[config.mk]
export PLATFORM = sky130hd
export DESIGN_NAME = layer_argmax_sink
export DESIGN_NICKNAME = d
export VERILOG_FILES = /design/src/rtl/nn_pkg.sv /design/src/rtl/argmax_cmp.sv /design/src/rtl/layer_argmax_sink.sv
export SDC_FILE = /design/constraint.sdc
export NUM_CORES = 1
export LEC_CHECK = 0
export CORE_ASPECT_RATIO = 1.4
export CORE_MARGIN = 2
export CORE_UTILIZATION = 35
export CTS_BUF_LIST = sky130_fd_sc_hd__clkbuf_4
export DETAILED_ROUTE_END_ITERATION = 8
export GPL_TIMING_DRIVEN = 0
export SLEW_MARGIN = 20
export SYNTH_ARGS = -nofsm -noshare
export SYNTH_HDL_FRONTEND = slang
export SYNTH_HIERARCHICAL = 1
export SYNTH_SLANG_ARGS = --single-unit
[constraint.sdc]
create_clock -name clk -period 7.9 [get_ports clk]
set_input_delay 1.58 -clock clk [delete_from_list [all_inputs] [get_ports clk]]
set_output_delay 1.58 -clock clk [all_outputs]
set_load 0.1 [all_outputs]
[src/rtl/nn_pkg.sv]
// Types and default dimensions shared by the layer modules and the classifier head.
// No logic, so no latency or backpressure of its own.
package nn_pkg;

  // Defaults match the M=10, T=16 output layer.
  localparam int NN_M = 10;
  localparam int NN_T = 16;

  typedef enum logic [1:0] {
    COLLECT = 2'd0,
    REPORT  = 2'd1
  } state_e;

endpackage

[src/rtl/argmax_cmp.sv]
// Running-argmax step: chooses between the held maximum and the incoming element.
// Purely combinational, so it adds no latency and has no backpressure.
module argmax_cmp #(
  parameter int T  = 16,
  parameter int IW = 4
) (
  input  logic signed [T-1:0]  cur_max,
  input  logic        [IW-1:0] cur_idx,
  input  logic signed [T-1:0]  data_in,
  input  logic        [IW-1:0] cnt,
  output logic signed [T-1:0]  next_max,
  output logic        [IW-1:0] next_idx
);

  logic take;

  // The first element always loads, so a vector of only negative values still works.
  // Strict greater-than means a tie keeps the lower index.
  assign take     = (cnt == '0) || (data_in > cur_max);
  assign next_max = take ? data_in : cur_max;
  assign next_idx = take ? cnt     : cur_idx;

endmodule

[src/rtl/layer_argmax_sink.sv]
// Classifier head: takes M signed elements per vector and reports (argmax index, max value).
// Result valid the cycle after the M-th accept; s_ready stays low until the result handshakes.
module layer_argmax_sink
  import nn_pkg::*;
#(
  parameter  int M  = NN_M,
  parameter  int T  = NN_T,
  localparam int IW = $clog2(M)
) (
  input  logic                clk,
  input  logic                reset,
  input  logic                s_valid,
  output logic                s_ready,
  input  logic signed [T-1:0] data_in,
  output logic                m_valid,
  input  logic                m_ready,
  output logic [IW-1:0]       class_out,
  output logic signed [T-1:0] max_out
);

  state_e              state_q, state_d;
  logic [IW-1:0]       cnt_q, cnt_d;
  logic [IW-1:0]       idx_q, idx_d;
  logic signed [T-1:0] max_q, max_d;
  logic                m_valid_q, m_valid_d;
  logic [IW-1:0]       class_q, class_d;
  logic signed [T-1:0] max_out_q, max_out_d;

  logic                acc;
  logic                last;
  logic signed [T-1:0] next_max;
  logic [IW-1:0]       next_idx;

  assign s_ready = (state_q == COLLECT);
  assign acc     = s_valid & s_ready;
  assign last    = (cnt_q == IW'(M - 1));

  argmax_cmp #(
    .T  (T),
    .IW (IW)
  ) u_cmp (
    .cur_max  (max_q),
    .cur_idx  (idx_q),
    .data_in  (data_in),
    .cnt      (cnt_q),
    .next_max (next_max),
    .next_idx (next_idx)
  );

  always_comb begin
    state_d   = state_q;
    cnt_d     = cnt_q;
    idx_d     = idx_q;
    max_d     = max_q;
    m_valid_d = m_valid_q;
    class_d   = class_q;
    max_out_d = max_out_q;

    case (state_q)
      COLLECT: begin
        if (acc) begin
          max_d = next_max;
          idx_d = next_idx;
          if (last) begin
            // Load the outputs from the comparator so the M-th element is included.
            cnt_d     = '0;
            state_d   = REPORT;
            m_valid_d = 1'b1;
            class_d   = next_idx;
            max_out_d = next_max;
          end else begin
            cnt_d = cnt_q + 1'b1;
          end
        end
      end
      REPORT: begin
        if (m_ready) begin
          m_valid_d = 1'b0;
          state_d   = COLLECT;
        end
      end
      default: begin
        state_d   = COLLECT;
        cnt_d     = '0;
        m_valid_d = 1'b0;
      end
    endcase
  end

  always_ff @(posedge clk) begin
    if (reset) begin
      state_q   <= COLLECT;
      cnt_q     <= '0;
      idx_q     <= '0;
      max_q     <= '0;
      m_valid_q <= 1'b0;
      class_q   <= '0;
      max_out_q <= '0;
    end else begin
      state_q   <= state_d;
      cnt_q     <= cnt_d;
      idx_q     <= idx_d;
      max_q     <= max_d;
      m_valid_q <= m_valid_d;
      class_q   <= class_d;
      max_out_q <= max_out_d;
    end
  end

  assign m_valid   = m_valid_q;
  assign class_out = class_q;
  assign max_out   = max_out_q;

endmodule
After elaboration in Yosys (flattened, before gate mapping)
Index checks and enable logic that the tools add are counted.
{ "totals": {"ff_bits": 47, "input_bits": 20, "elab_cells": 36} }
{ "classes": {"add_sub_neg": 1, "magnitude_cmp": 1, "eq_ne": 5, "muxes": 13, "bitwise": 2, "n_reduce_logical": 7} }
{ "ops": {"columns": ["op", "count"], "rows": [
  ["16-bit greater-than comparator", 1],
  ["16-bit 2-to-1 mux", 1],
  ["4-bit 2-to-1 mux", 3],
  ["4-bit case mux with 2 select lines", 1],
  ["2-bit 2-to-1 mux", 3],
  ["3-bit AND reduction", 2],
  ["4-bit by 1-bit adder with 4-bit output, second input constant", 1],
  ["4-bit equality test, second input constant", 1],
  ["4-bit zero test", 1],
  ["2-bit by 1-bit != test with 1-bit output, second input constant", 2],
  ["2-bit case mux with 2 select lines", 1],
  ["2-bit AND reduction", 2],
  ["1-bit 2-to-1 mux", 3],
  ["2-bit by 1-bit equality test with 1-bit output, second input constant", 1],
  ["2-bit zero test", 1],
  ["2-bit != test, second input constant", 1],
  ["1-bit case mux with 2 select lines", 1],
  ["1-bit AND", 1],
  ["1-bit logical OR", 1],
  ["1-bit NOT", 1]
]} }

Longest topological paths before layout
Gate-level depths: netlist (run 1).
{ "logic_depth": {"ltp_word": 4, "mapped_depth": 11, "depth_no_buf": 10} }

Cells and area by module
Netlist (run 1), hierarchy kept.
{ "modules_own_cells": {"columns": ["mod", "n_inst", "cells_per_inst", "area_per_inst_um2", "seq_area_each_um2"], "rows": [
  ["layer_argmax_sink", 1, 198, 1891.8, 900.9],
  ["argmax_cmp", 1, 90, 752.0, 0.0]
]} }

Worst setup path after synthesis (run 1)
Ideal clock, no wire load.
{ "synth_path": {"path_kind": "input-to-reg", "from": "in data_in[6]", "to": "reg max_out_q[5] (netlist: max_out[5])", "setup_time_ps": 119, "arrival_time_ps": 3612, "required_ps": 7781, "setup_slack_ps": 4170, "path_stages": 10, "n_path_buf": 1, "path_cell_list": "ha_1 -> and4_1 -> and3_1 -> a311oi_1 -> a22oi_4 -> nand2_4 -> buf_8 -> mux2_4 -> or2b_2 -> mux2i_1"} }
{ "synth_between": {"elab_chain_cells": 3} }
{ "synth_lines": {"columns": ["element", "line", "text"], "rows": [
  ["start: declaration", "layer_argmax_sink.sv:14", "input logic signed [T-1:0] data_in,"],
  ["16-bit greater-than comparator", "argmax_cmp.sv:19", "assign take = (cnt == '0) || (data_in > cur_max);"],
  ["1-bit logical OR", "argmax_cmp.sv:19", null],
  ["16-bit 2-to-1 mux", "argmax_cmp.sv:20", "assign next_max = take ? data_in : cur_max;"],
  ["via next_max[5]", "layer_argmax_sink.sv:31", "logic signed [T-1:0] next_max;"],
  ["end signal: assignment", "layer_argmax_sink.sv:106", "max_out_q <= max_out_d;"],
  ["end: declaration", "layer_argmax_sink.sv:27", "logic signed [T-1:0] max_out_q, max_out_d;"]
]} }
The timed path passes the listed nets, and every way through them passes these cells.
A chain may end at the register's enable or synchronous reset.

Worst setup path after layout (run 1)
Same ends and word-level chain as after synthesis.

==> flow_summary.json, run 1 <==
{
  "status": "finished clean",
  "crit_path_cell_trace": "clkdlybuf4s50_1, ha_1, and4_1, and3_1, a311oi_1, a22oi_4, nand2_4, buf_8, mux2_4, or2b_2, mux2i_1",
  "clk_pin_slew_ps": 150,
  "viasPerCell": 4.679,
  "n_antenna_cell": 0,
  "cp-start-kind": "input pin",
  "fin_crit_sh_pct": 50.84,
  "post_cts_buffers": 0,
  "slowest_stage": "clkdlybuf4s50_1",
  "row_count": 37,
  "final_antenna_net_count": 0,
  "hold_depth": 2,
  "crit_type": "in2reg",
  "start_util_pct": 35.92,
  "total_power_uw": 442.5,
  "grt_pass1_wl_um": 9377,
  "drive_gt1_share_pct": 14.58,
  "gr-total-overflow": 0,
  "postLayoutCoreUtil_pct": 43.75,
  "synthCells": 288,
  "synth_edf_count": 0,
  "wl_per_cell_um": 12.39,
  "fin_crit_ps": 4017,
  "cts_tree": "built",
  "cts.sinks": 45,
  "place_hpwl_um": 4037,
  "cp_max_fo": 10,
  "cts-resized-gates": 0,
  "placedCellCount": 425,
  "drc": 0,
  "async_flop_share_pct": 0,
  "syn_avg_cell_area_sq_um": 9.180,
  "setup_viol_count_final": 0,
  "fin_cells": 433,
  "p_per_area_nw_per_um2": 137.4,
  "grt_max_degree": 15,
  "max-slew-margin-rel_pct": 35.01,
  "netlist_area_sq_um": 2644,
  "io_buffers": 40,
  "finalHoldViolCount": 0,
  "regArea_sq_um": 900.9,
  "num_io_pins": 42,
  "totalWireLength_um": 5367,
  "final_max_slew_viol_count": 0,
  "ys_ff_latch": 45,
  "reg2reg_depth": 11,
  "synthDistinctLibCells": 41,
  "nFillCells": 724,
  "ys_seq_area_share_pct": 34.07,
  "fin_tns_setup_ps": 0,
  "drt_iter0_drc": 62,
  "ys_warn_count": 6,
  "core-area_sq_um": 7361,
  "drt-pass1-iter-count": 4,
  "leakage_uw": 0.001234,
  "die-area_sq_um": 8275,
  "antenna_found_initial": 0,
  "p_int_uw": 313.1,
  "die_w_um": 77.46,
  "arrival_ps": 4310,
  "clkLatencyLatePin_ps": 370,
  "num_vias": 2026,
  "tightest_slew_ps": 971.8,
  "ys.flop_type": "dfxtp_1",
  "multi_input_area_sq_um": 1558,
  "area_delta_synth_final_pct": 21.82,
  "gp_congestion": 0.8265,
  "combPwrFrac_pct": 20.3,
  "synth_nets": 324,
  "ir_drop_mv": 0.05672,
  "min_path_type": "reg2reg",
  "hold_buffers": 0,
  "p_clk_share_pct": 25.5,
  "seqPwrFrac_pct": 54.3,
  "rsz0062_at_grt": "no",
  "cp_slowest_stage_delay_ps": 440,
  "maxCapViolCount": 0,
  "skew_ps": 16.27,
  "p_sw_uw": 129.4,
  "p_sw_share_pct": 29.23,
  "end_kind": "flip-flop",
  "root_buffer": "clkbuf_4",
  "cp.required_ps": 8200,
  "cts-htree-levels": 2,
  "hold_slack_ps": 465.8,
  "die_h_um": 106.8,
  "cts_buffer_depth": 2,
  "grt_usage_pct": 14.18,
  "cts_made_buffers": 5,
  "fmax_ghz": 0.2490,
  "grt_pass1_vias": 2059,
  "layout.nets": 371
}
## power groups by stage
stage / logic (uW) / registers [uW] / clock network (uW)
3_5_place_dp: 90.8 / 245 / 0
6_report: 89.8 / 240 / 113
3_3_place_gp: 89.4 / 245 / 0
5_1_grt: 102 / 241 / 126
2_1_floorplan: 65.1 / 244 / 0
4_1_cts: 91.2 / 240 / 118
## cell usage in the layout (no fill, tap or decap), drive strengths merged, types with 2 or more instances in the layout
cell,count
clkinv,2
clkdlybuf4s50,40
buf,5
inv,23
xor2,2
nand2,43
or2b,19
nand4,4
nor2b,3
nand3,5
o21ai,4
ha,16
mux2i,20
dfxtp,45
a21o,3
clkbuf,14
nand2b,22
nor2,5
mux2,16
a21oi,26
## cell type report
| class | count | share of cell area, % |
|---|---|---|
| clock inverter | 3 | 0.5439 |
| sequential | 45 | 27.97 |
| buffer | 14 | 3.069 |
| inverter | 23 | 2.681 |
| timing repair buffer | 40 | 12.43 |
| multi-input combinational | 206 | 48.37 |
| clock buffer | 5 | 1.166 |
| tap | 97 | 3.768 |
## through the flow
stage / cell area (sq um) / worst slack, ps
finish: 3221 / 3883
global route: 3221 / 3683
CTS: 3221 / 3871
detailed placement: 3166 / 3481
global placement: 3166 / 3516
floorplan: 2644 / 4170
## flip-flops by register name, indices dropped and copies added (netlist names)
signal     flops
class_out      4
cnt_q          4
idx_q          4
m_valid        1
max_out       16
max_q         16
## cell usage after synthesis (2+ instances only)
cell type / number / area share, %
a21o_1: 3 / 0.85
a21oi_1: 26 / 4.9
buf_2: 2 / 0.38
buf_8: 3 / 1.7
clkbuf_1: 8 / 1.1
dfxtp_1: 45 / 34
ha_1: 16 / 7.6
inv_1: 23 / 3.3
mux2_1: 6 / 2.6
mux2_4: 10 / 5.7
mux2i_1: 20 / 7.6
nand2_1: 42 / 6.0
nand2b_1: 22 / 5.2
nand3_1: 5 / 0.95
nand4_1: 4 / 0.95
nor2_1: 5 / 0.71
nor2b_1: 3 / 0.71
o21ai_1: 4 / 0.76
or2b_2: 18 / 6.0
xor2_1: 2 / 0.66
## worst max-delay path, delay by kind of cell
| kind | cells | cell delay (ps) |
|---|---|---|
| simple gates | 4 | 900 |
| compound gates | 2 | 600 |
| fa+ha+maj | 1 | 320 |
| buf+inv | 2 | 620 |
| mux | 2 | 300 |
## routing by layer
layer / vias up / part of all wire (%) / global-route usage, %
met4: 0 / 1.5 / 5.230
met3: 8 / 3.2 / 2.694
li1: 1057 / - / -
met5: - / 0 / 0
met2: 32 / 51 / 26.40
met1: 929 / 44 / 15.83
## cells by family after synthesis
family / after synthesis / share of synthesized area, %
adder cells (fa/ha/maj): 16 / 7.572
multiplexers: 36 / 15.81
flip-flops: 45 / 34.07
AND/OR/NAND/NOR: 110 / 24.61
buffers and inverters: 37 / 7.004
XOR/XNOR: 3 / 0.9940
AO/OA/AOI/OAI: 41 / 9.939
## worst paths after layout
kind                            slack (ps)                 endpoint             startpoint
worst max-delay path                  3880  max_out[5]$_SDFFE_PP0P_             data_in[6]
worst min-delay path                   470    idx_q[3]$_SDFFE_PP0P_  idx_q[3]$_SDFFE_PP0P_
worst max register to register        5170  max_out[5]$_SDFFE_PP0P_  max_q[5]$_SDFFE_PP0P_
worst min register to register         470    idx_q[3]$_SDFFE_PP0P_  idx_q[3]$_SDFFE_PP0P_
Power figures use the tool's default switching activity.
==> inputs of run 2 (changes only) <==
==> constraint.sdc (replaced) <==
create_clock -name clk -period 3.6 [get_ports clk]
set_input_delay 0.72 -clock clk [delete_from_list [all_inputs] [get_ports clk]]
set_output_delay 0.72 -clock clk [all_outputs]
set_load 0.1 [all_outputs]
==> results of run 2 <==
Same layout as run 1 (identical final DEF). Status: finished clean.
Main changes from that run: setup slack after placement 3481 ps -> 40.93 ps; setup slack after layout 3883 ps -> 443.3 ps; register-to-register setup slack 5170 ps -> 870 ps; total power 442.5 uW -> 971.0 uW; worst IR drop on VDD 0.05672 mV -> 0.1245 mV
==> inputs of run 3 (changes only) <==
--- a/config.mk
+++ b/config.mk
@@ -9,6 +9,7 @@
 export CORE_MARGIN = 2
 export CORE_UTILIZATION = 35
 export CTS_BUF_LIST = sky130_fd_sc_hd__clkbuf_4
+export CTS_CLUSTER_SIZE = 40
 export DETAILED_ROUTE_END_ITERATION = 8
 export GPL_TIMING_DRIVEN = 0
 export SLEW_MARGIN = 20
==> results of run 3 <==
Same layout as run 1 (identical final DEF). Status: finished clean.
Main changes from that run: setup slack after placement 3481 ps -> 40.93 ps; setup slack after layout 3883 ps -> 443.3 ps; register-to-register setup slack 5170 ps -> 870 ps; total power 442.5 uW -> 971.0 uW; worst IR drop on VDD 0.05672 mV -> 0.1245 mV
